==> config.mk <==
export PLATFORM = sky130hd
export DESIGN_NAME = alu_serial_ctrl
export DESIGN_NICKNAME = d
export VERILOG_FILES = /design/src/rtl/alu_serial_ctrl.sv
export SDC_FILE = /design/constraint.sdc
export NUM_CORES = 1
export LEC_CHECK = 0
export ABC_AREA = 1
export CAP_MARGIN = 40
export CORE_UTILIZATION = 55
export DETAILED_ROUTE_END_ITERATION = 12
export DONT_BUFFER_PORTS = 1
export HOLD_SLACK_MARGIN = 0.1
export PLACE_DENSITY = 0.75
export SETUP_SLACK_MARGIN = 0.3
export SYNTH_ARGS = -nofsm -noshare
export SYNTH_HDL_FRONTEND = slang
export SYNTH_SLANG_ARGS = --single-unit
==> constraint.sdc <==
create_clock -name clk -period 1.36 [get_ports clk]
set_input_delay 0 -clock clk [delete_from_list [all_inputs] [get_ports clk]]
set_output_delay 0 -clock clk [all_outputs]
set_load 0.1 [all_outputs]
==> src/rtl/alu_serial_ctrl.sv <==
// Bit-serial sequencer for the 1-bit ALU slice: LSB-first stepping, carry feedback, result assembly.
// Optional signed-overflow output enabled by defining ALU_SERIAL_OVF_EN.
module alu_serial_ctrl #(
  parameter int WIDTH = 8
) (
  input  logic             clk,
  input  logic             rst_n,
  input  logic             start,
  input  logic [7:0]       op,
  input  logic             cin,
  input  logic [WIDTH-1:0] opa,
  input  logic [WIDTH-1:0] opb,
  output logic             busy,
  output logic             done,
  output logic             err,
  output logic [WIDTH-1:0] result,
  output logic             cout,
  output logic [7:0]       alu_m,
  output logic             alu_a,
  output logic             alu_b,
  output logic             alu_c,
  input  logic             alu_out,
  input  logic             alu_next
`ifdef ALU_SERIAL_OVF_EN
  ,
  output logic             ovf
`endif
);

  localparam int CW = (WIDTH > 1) ? $clog2(WIDTH) : 1;
  localparam logic [7:0] OP_ADD = 8'h01;

  typedef enum logic [1:0] {
    S_IDLE  = 2'd0,
    S_SHIFT = 2'd1,
    S_DONE  = 2'd2
  } state_t;

  state_t           r_state;
  state_t           w_state_next;
  logic [WIDTH-1:0] r_sa;
  logic [WIDTH-1:0] r_sb;
  logic [WIDTH-1:0] r_result;
  logic [7:0]       r_opr;
  logic             r_cr;
  logic [CW-1:0]    r_cnt;
  logic             r_err;
  logic             r_cout;
  logic             r_ovf;

  logic w_op_valid;
  logic w_is_add;
  logic w_last;

  // Only a single set bit within the five defined ALU modes is accepted.
  assign w_op_valid = (op[7:5] == 3'b000) && $onehot(op[4:0]);
  assign w_is_add   = (r_opr == OP_ADD);
  assign w_last     = (r_cnt == CW'(WIDTH - 1));

  always_ff @(posedge clk or negedge rst_n) begin
    if (!rst_n) begin
      r_state <= S_IDLE;
    end else begin
      r_state <= w_state_next;
    end
  end

  always_comb begin
    w_state_next = r_state;
    case (r_state)
      S_IDLE: begin
        if (start) begin
          w_state_next = w_op_valid ? S_SHIFT : S_DONE;
        end
      end
      S_SHIFT: begin
        if (w_last) begin
          w_state_next = S_DONE;
        end
      end
      S_DONE:  w_state_next = S_IDLE;
      default: w_state_next = S_IDLE;
    endcase
  end

  always_ff @(posedge clk or negedge rst_n) begin
    if (!rst_n) begin
      r_sa     <= '0;
      r_sb     <= '0;
      r_result <= '0;
      r_opr    <= '0;
      r_cr     <= 1'b0;
      r_cnt    <= '0;
      r_err    <= 1'b0;
      r_cout   <= 1'b0;
      r_ovf    <= 1'b0;
    end else begin
      case (r_state)
        S_IDLE: begin
          if (start) begin
            r_result <= '0;
            r_cout   <= 1'b0;
            r_ovf    <= 1'b0;
            if (w_op_valid) begin
              r_sa  <= opa;
              r_sb  <= opb;
              r_opr <= op;
              r_cr  <= (op == OP_ADD) ? cin : 1'b0;
              r_cnt <= '0;
              r_err <= 1'b0;
            end else begin
              r_err <= 1'b1;
            end
          end
        end
        S_SHIFT: begin
          r_sa     <= r_sa >> 1;
          r_sb     <= r_sb >> 1;
          r_result <= {alu_out, r_result[WIDTH-1:1]};
          r_cr     <= w_is_add ? alu_next : 1'b0;
          r_cnt    <= r_cnt + CW'(1);
          // r_cr is the carry into the MSB on the last step.
          if (w_last) begin
            r_cout <= w_is_add ? alu_next : 1'b0;
            r_ovf  <= w_is_add ? (r_cr ^ alu_next) : 1'b0;
          end
        end
        default: ;
      endcase
    end
  end

  always_comb begin
    alu_m = 8'h00;
    alu_a = 1'b0;
    alu_b = 1'b0;
    alu_c = 1'b0;
    if (r_state == S_SHIFT) begin
      alu_m = r_opr;
      alu_a = r_sa[0];
      alu_b = r_sb[0];
      alu_c = r_cr;
    end
  end

  assign busy   = (r_state == S_SHIFT);
  assign done   = (r_state == S_DONE);
  assign err    = r_err;
  assign result = r_result;
  assign cout   = r_cout;

`ifdef ALU_SERIAL_OVF_EN
  assign ovf = r_ovf;
`else
  logic w_ovf_unused;
  assign w_ovf_unused = r_ovf;
`endif

endmodule

==> metrics list, run 1 <==
- Err: [ERROR DPL-0038] Utilization greater than 100%, impossible to legalize
- During synthesis, Yosys emitted a total of 0 warnings.
- X dimension of the die: 62.82 um
- By instance count, the leading cell after synthesis is sky130_fd_sc_hd__nand2_1.
- Cell types occupying the most area after synthesis: sky130_fd_sc_hd__dfrtp_1, sky130_fd_sc_hd__nand2_1, sky130_fd_sc_hd__inv_1
* Post-cts resize count: 57
- During placement, the flow inserted port buffers numbering 0.
- Die Y-Extent: 62.82 um
* Synthesized instance count: 265
* Clock root buffer: sky130_fd_sc_hd__clkbuf_8
* Post-synth EDFFs: 0
* Average footprint of a synthesized cell: 7.677 um2
* Register bit count reported by yosys: 40
- Syn nets: 301
- H-Tree Level Count: 2
* I/O pins: 53
- The flow stopped in 4_1_cts.
- Asr flop ratio synth: 1.000
* Number of hold buffers added after cts: 31
- Number of clock sinks seen by CTS: 40
* Clk buf depth: 2
* Starting density of the core: 0.5911
- TritonCTS created 5 clock buffers.
* Postcts setup bufs: 19
* Top cell types by occurrence after synthesis: sky130_fd_sc_hd__nand2_1, sky130_fd_sc_hd__dfrtp_1, sky130_fd_sc_hd__inv_1, sky130_fd_sc_hd__nor2_1, sky130_fd_sc_hd__o21ai_0
* Post-synthesis cell type count: 24
- Run status: did not finish
* Sequential area share after synthesis: 0.4920
* Final weighted congestion in routability-driven placement: 0.7546
- Final HPWL from detailed placement: ~3000 um
- Netlist area before placement: 2034 um2
- Cell accounting for the most synthesized area: sky130_fd_sc_hd__dfrtp_1
- For this run, the leading register cell type out of synthesis is sky130_fd_sc_hd__dfrtp_1.
* Area share of the largest cell type after synthesis: 0.4920
* Number of placement rows: 21
==> kinds of logic after synthesis <==
logic type,after synthesis,share of synthesized area
AOI/OAI and AO/OA,20,0.05966
buffers and inverters,44,0.1002
adders and majority gates,6,0.04428
DFF,40,0.4920
and+or+nand+nor,155,0.3038
==> per-stage QoR <==
stage / std cells / setup slack, ns / instance area (um2)
detailed placement: 336 / -0.6474 / 2554
floorplan: 265 / -0.4677 / 2181
global placement: 336 / -0.5538 / 2554
==> run 2: changes to the inputs <==
CORE_UTILIZATION = 40   (was 55)
HOLD_SLACK_MARGIN = not set   (was 0.1)
PLACE_DENSITY = not set   (was 0.75)
PLACE_DENSITY_LB_ADDON = 0.15   (was not set)
SETUP_SLACK_MARGIN = not set   (was 0.3)
clock period = 1.8 ns   (was 1.36 ns; I/O delays follow)
==> run 2 against run 1 <==
  * The run now ends clean
  * Synthesized cell count unchanged
  * Synthesized area is the same
==> metrics list, run 2 <==
- Run status: complete, no violations
* Mux share of post-synthesis cell area: 0 (unchanged)
- The analysis attributes to cell leakage a power of 0.001533 uW.
* Synth Area in Compound Gates: 0.05966 (unchanged)
* I/O pins: 53 (unchanged)
- The site row count came to 25 (+19%).
- Floorplan die area: 5375 um2
- Kind of path behind the tightest hold check: in -> reg
- Entering global routing, the biggest net connects 41 pins.
* Commonest cells after routing, fill and taps aside: sky130_fd_sc_hd__nand2_1, sky130_fd_sc_hd__dfrtp_1, sky130_fd_sc_hd__inv_1
* Tmin final: 1.757 ns
- Average footprint of a synthesized cell: 7.677 um2 (unchanged)
* Register bit count reported by yosys: 40 (unchanged)
- Number of failing setup endpoints in the final timing report: 0
- Along the worst hold path, the cell count comes to 3.
* Number of clock sinks seen by CTS: 40 (unchanged)
* Worst-case vdd ir drop: 0.0006090 V
- Port Buffer Count: 0 (unchanged)
* Crit. path cell count: 13
- For the pin with the worst max-slew slack, the measured transition is 0.3786 ns.
* Layout Skew: approximately 0.005 ns
- Dominant combinational cell family by area after synthesis: simple AND/OR/NAND/NOR gates
- Share of cells above drive strength 1: 0.2646
- Once layout is complete, the cells apart from fillers number 392.
* Top cell types by occurrence after synthesis: sky130_fd_sc_hd__nand2_1, sky130_fd_sc_hd__dfrtp_1, sky130_fd_sc_hd__inv_1, sky130_fd_sc_hd__nor2_1, sky130_fd_sc_hd__o21ai_0
- Critical path fanouts, max: 7
* Post-synthesis cell type count: 24 (unchanged)
* Area share of the largest cell type after synthesis: 0.4920 (unchanged)
- The worst pin sits at a relative slew slack of 0.7476.
- Leaving out fill and tap cells, the most frequent cell in the layout is sky130_fd_sc_hd__nand2_1.
- Grouping stages by cell kind, the critical path spends the most delay in adder cells.
- Number of max-capacitance violations reported: 0
- Final HPWL from detailed placement: 3026 um (-1.7%)
* Netlist area before placement: 2034 um2 (unchanged)
- Syn nets: 301 (unchanged)
* Critical path data required time: 2.04 ns
- Measured in cells, the most critical reg-to-reg path has a length of 7.
* Final Max Tran Viols: 0
- Post-Place Cell Area: 2480 um2 (-2.9%)
* Overall via count from detail_route: 1820
- The height of the chip is 73.32 um (+17%).
- Post-synth EDFFs: 0 (unchanged)
- Number of fill cells: ~450
* Worst slack at placement: -0.2477 ns (+0.3997 ns)
* Sequential area share after synthesis: 0.4920 (unchanged)
* Top FF cell, synth: sky130_fd_sc_hd__dfrtp_1
- Starting density of the core: 0.4223 (-0.1687)
- Wires add up to 5018 um.
* H-Tree Level Count: 2 (unchanged)
* Cell count after placement: 353 (+5.1%)
- Asr flop ratio synth: 1.000 (unchanged)
* Critical path endpoint category: flop
* Cell accounting for the most synthesized area: sky130_fd_sc_hd__dfrtp_1
- Net count reported at finish: 360
- Counting both buffers and inverters, the worst setup path holds a total of 4.
- After global routing the overflow that remains totals 0.
- The post-synthesis share of cell area spent on full adders, half adders and majority gates is 0.04428 (unchanged).
- First-pass GRT wire length: around 7400 um
- After synthesis, the cell types taking the most area are sky130_fd_sc_hd__dfrtp_1, sky130_fd_sc_hd__nand2_1, sky130_fd_sc_hd__inv_1.
- Simple-Gate Fraction of Synth Area: 0.3038 (unchanged)
* X dimension of the die: 73.32 um (+17%)
* PwrDens: ~860 nW/um2
- WL/cell: 12.80 um
* Core Footprint: 4817 um2
- Yosys synthesis warning count: 0 (unchanged)
- The critical path goes through inv_8, fa_1, fa_2, inv_2, ha_4, nor2_4, nand2_2, inv_2, nand2_4, a21oi_4, clkbuf_16, nand2_2, nand2_1.
- Measured on the finished design, the core utilization comes to 0.6200.
- Clock root buffer: sky130_fd_sc_hd__clkbuf_8
* Clock tree from TritonCTS: yes
* Xor and xnor fraction of the mapped netlist area: 0 (unchanged)
- Startpoint class of the critical path: input port
* Iteration-0 DRC count of the detailed router: 35
* Synthesized instance count: 265 (unchanged)
- Data on the critical path arrives at its endpoint at about 2.0 ns.
- After clock tree synthesis, the clock-pin slew on the worst setup and hold paths is 0.08 ns.
* Initial antenna violation count: 0
- The first detailed-routing pass ran for 4 iterations.
* Final weighted congestion in routability-driven placement: 0.7008 (-7.1%)
- Clk buf depth: 2 (unchanged)
* Critical path's slowest cell: sky130_fd_sc_hd__fa_1
* Post-detailed-route DRC marker count: 0
- Diodes inserted: 0
- Residual antenna-violating net count after detailed routing: 0
- The final count of hold timing violations is 0.
- Of the available clock period, the critical path in the final layout requires 0.9761.
- The number of buffers added by the clock tree synthesis step came to 5 (unchanged).
* Global router's overall resource usage: 0.1838
- Yosys instantiated no cell more often than sky130_fd_sc_hd__nand2_1.
- For this run, the top clock speed supported by timing is approximately 0.57 GHz.
- Hold WS: 0.01088 ns
- Across all setup checks in the final design, the least slack found is 0.04297 ns.
- Vias in the first global route: 1707
- Post-detailed-route via-to-cell ratio: around 4.6
- The worst setup path is of the in -> reg kind.
- The clock reaches the later pin of the worst-skew pair after 0.29 ns.
- Setup repair after global routing could not meet its margin everywhere.
- For this run, the slowest stage of the critical path takes about 0.52 ns.
* Post-route cell area: roughly 3000 um2
* Area delta synth->final: 46.80%
[run 2: cell counts after synthesis]
Identical to the previous run, type by type.
[run 2: worst min-delay path, stage by stage]
cell and delay [ns]:
sky130_fd_sc_hd__nand2_1 0.06, sky130_fd_sc_hd__nor2_2 0.05, sky130_fd_sc_hd__o21a_1 0.16
[run 2: final timing paths]
| path | slack [ns] | start | end |
|---|---|---|---|
| min in group asynchronous | 0.18 | rst_n | r_opr[4] |
| hold / removal | 0.01 | start | err |
| setup reg to reg | 0.31 | r_state[0] | r_sb[2] |
| hold reg to reg | 0.48 | r_sa[3] | r_sa[3] |
| setup / recovery | 0.04 | op[3] | r_sa[6] |
| max in group asynchronous | 1.42 | rst_n | r_opr[3] |
[run 2: what timing repair did]
action | 4_1_cts | 5_1_grt
setup endpoints to repair | 0 | 28
setup buffers | 0 | 0
gates resized for setup | 0 | 30
hold buffers | 27 | 0
hold endpoints to repair | 65 | 0
[run 2: cell families (layout without fill, tap and decap cells)]
logic type                 Yosys count  count (layout)
adders and majority gates            6               6
and+or+nand+nor                    155             158
AOI/OAI and AO/OA                   20              20
buffers and inverters               44             101
DFF                                 40              40
[run 2: report_power, final]
group          switching, uW  leakage [uW]  internal [uW]
combinational            431      0.000964            265
sequential               122      0.000518           1120
clock                    317     0.0000510            306
[run 2: area by class of cell]
cell class / count / area (um2) / area share
multi-input combinational: 184 / 968.4 / 0.3243
clock buffer: 6 / 82.58 / 0.02765
sequential: 40 / 1001 / 0.3351
timing repair buffer: 57 / 685.7 / 0.2296
tap: 67 / 83.83 / 0.02807
inverter: 36 / 155.1 / 0.05195
clock inverter: 2 / 10.01 / 0.003351
[run 2: routing by layer]
metal / up-vias / global-route usage / part of all wire
met4: 0 / 0.05769 / 0.011
li1: 919 / - / -
met3: 7 / 0.05075 / 0.043
met2: 42 / 0.3241 / 0.52
met1: 852 / 0.2174 / 0.43
met5: - / 0 / 0
[run 2: per-stage QoR]
stage / power (uW) / setup TNS (ns)
3_3_place_gp: 1808 / -5.242
2_1_floorplan: 1670 / -5.428
3_5_place_dp: 1823 / -6.279
5_1_grt: 2732 / -0.4566
6_report: 2564 / 0
4_1_cts: 2527 / 0
Note: power is estimated with default switching activity, not from simulation.
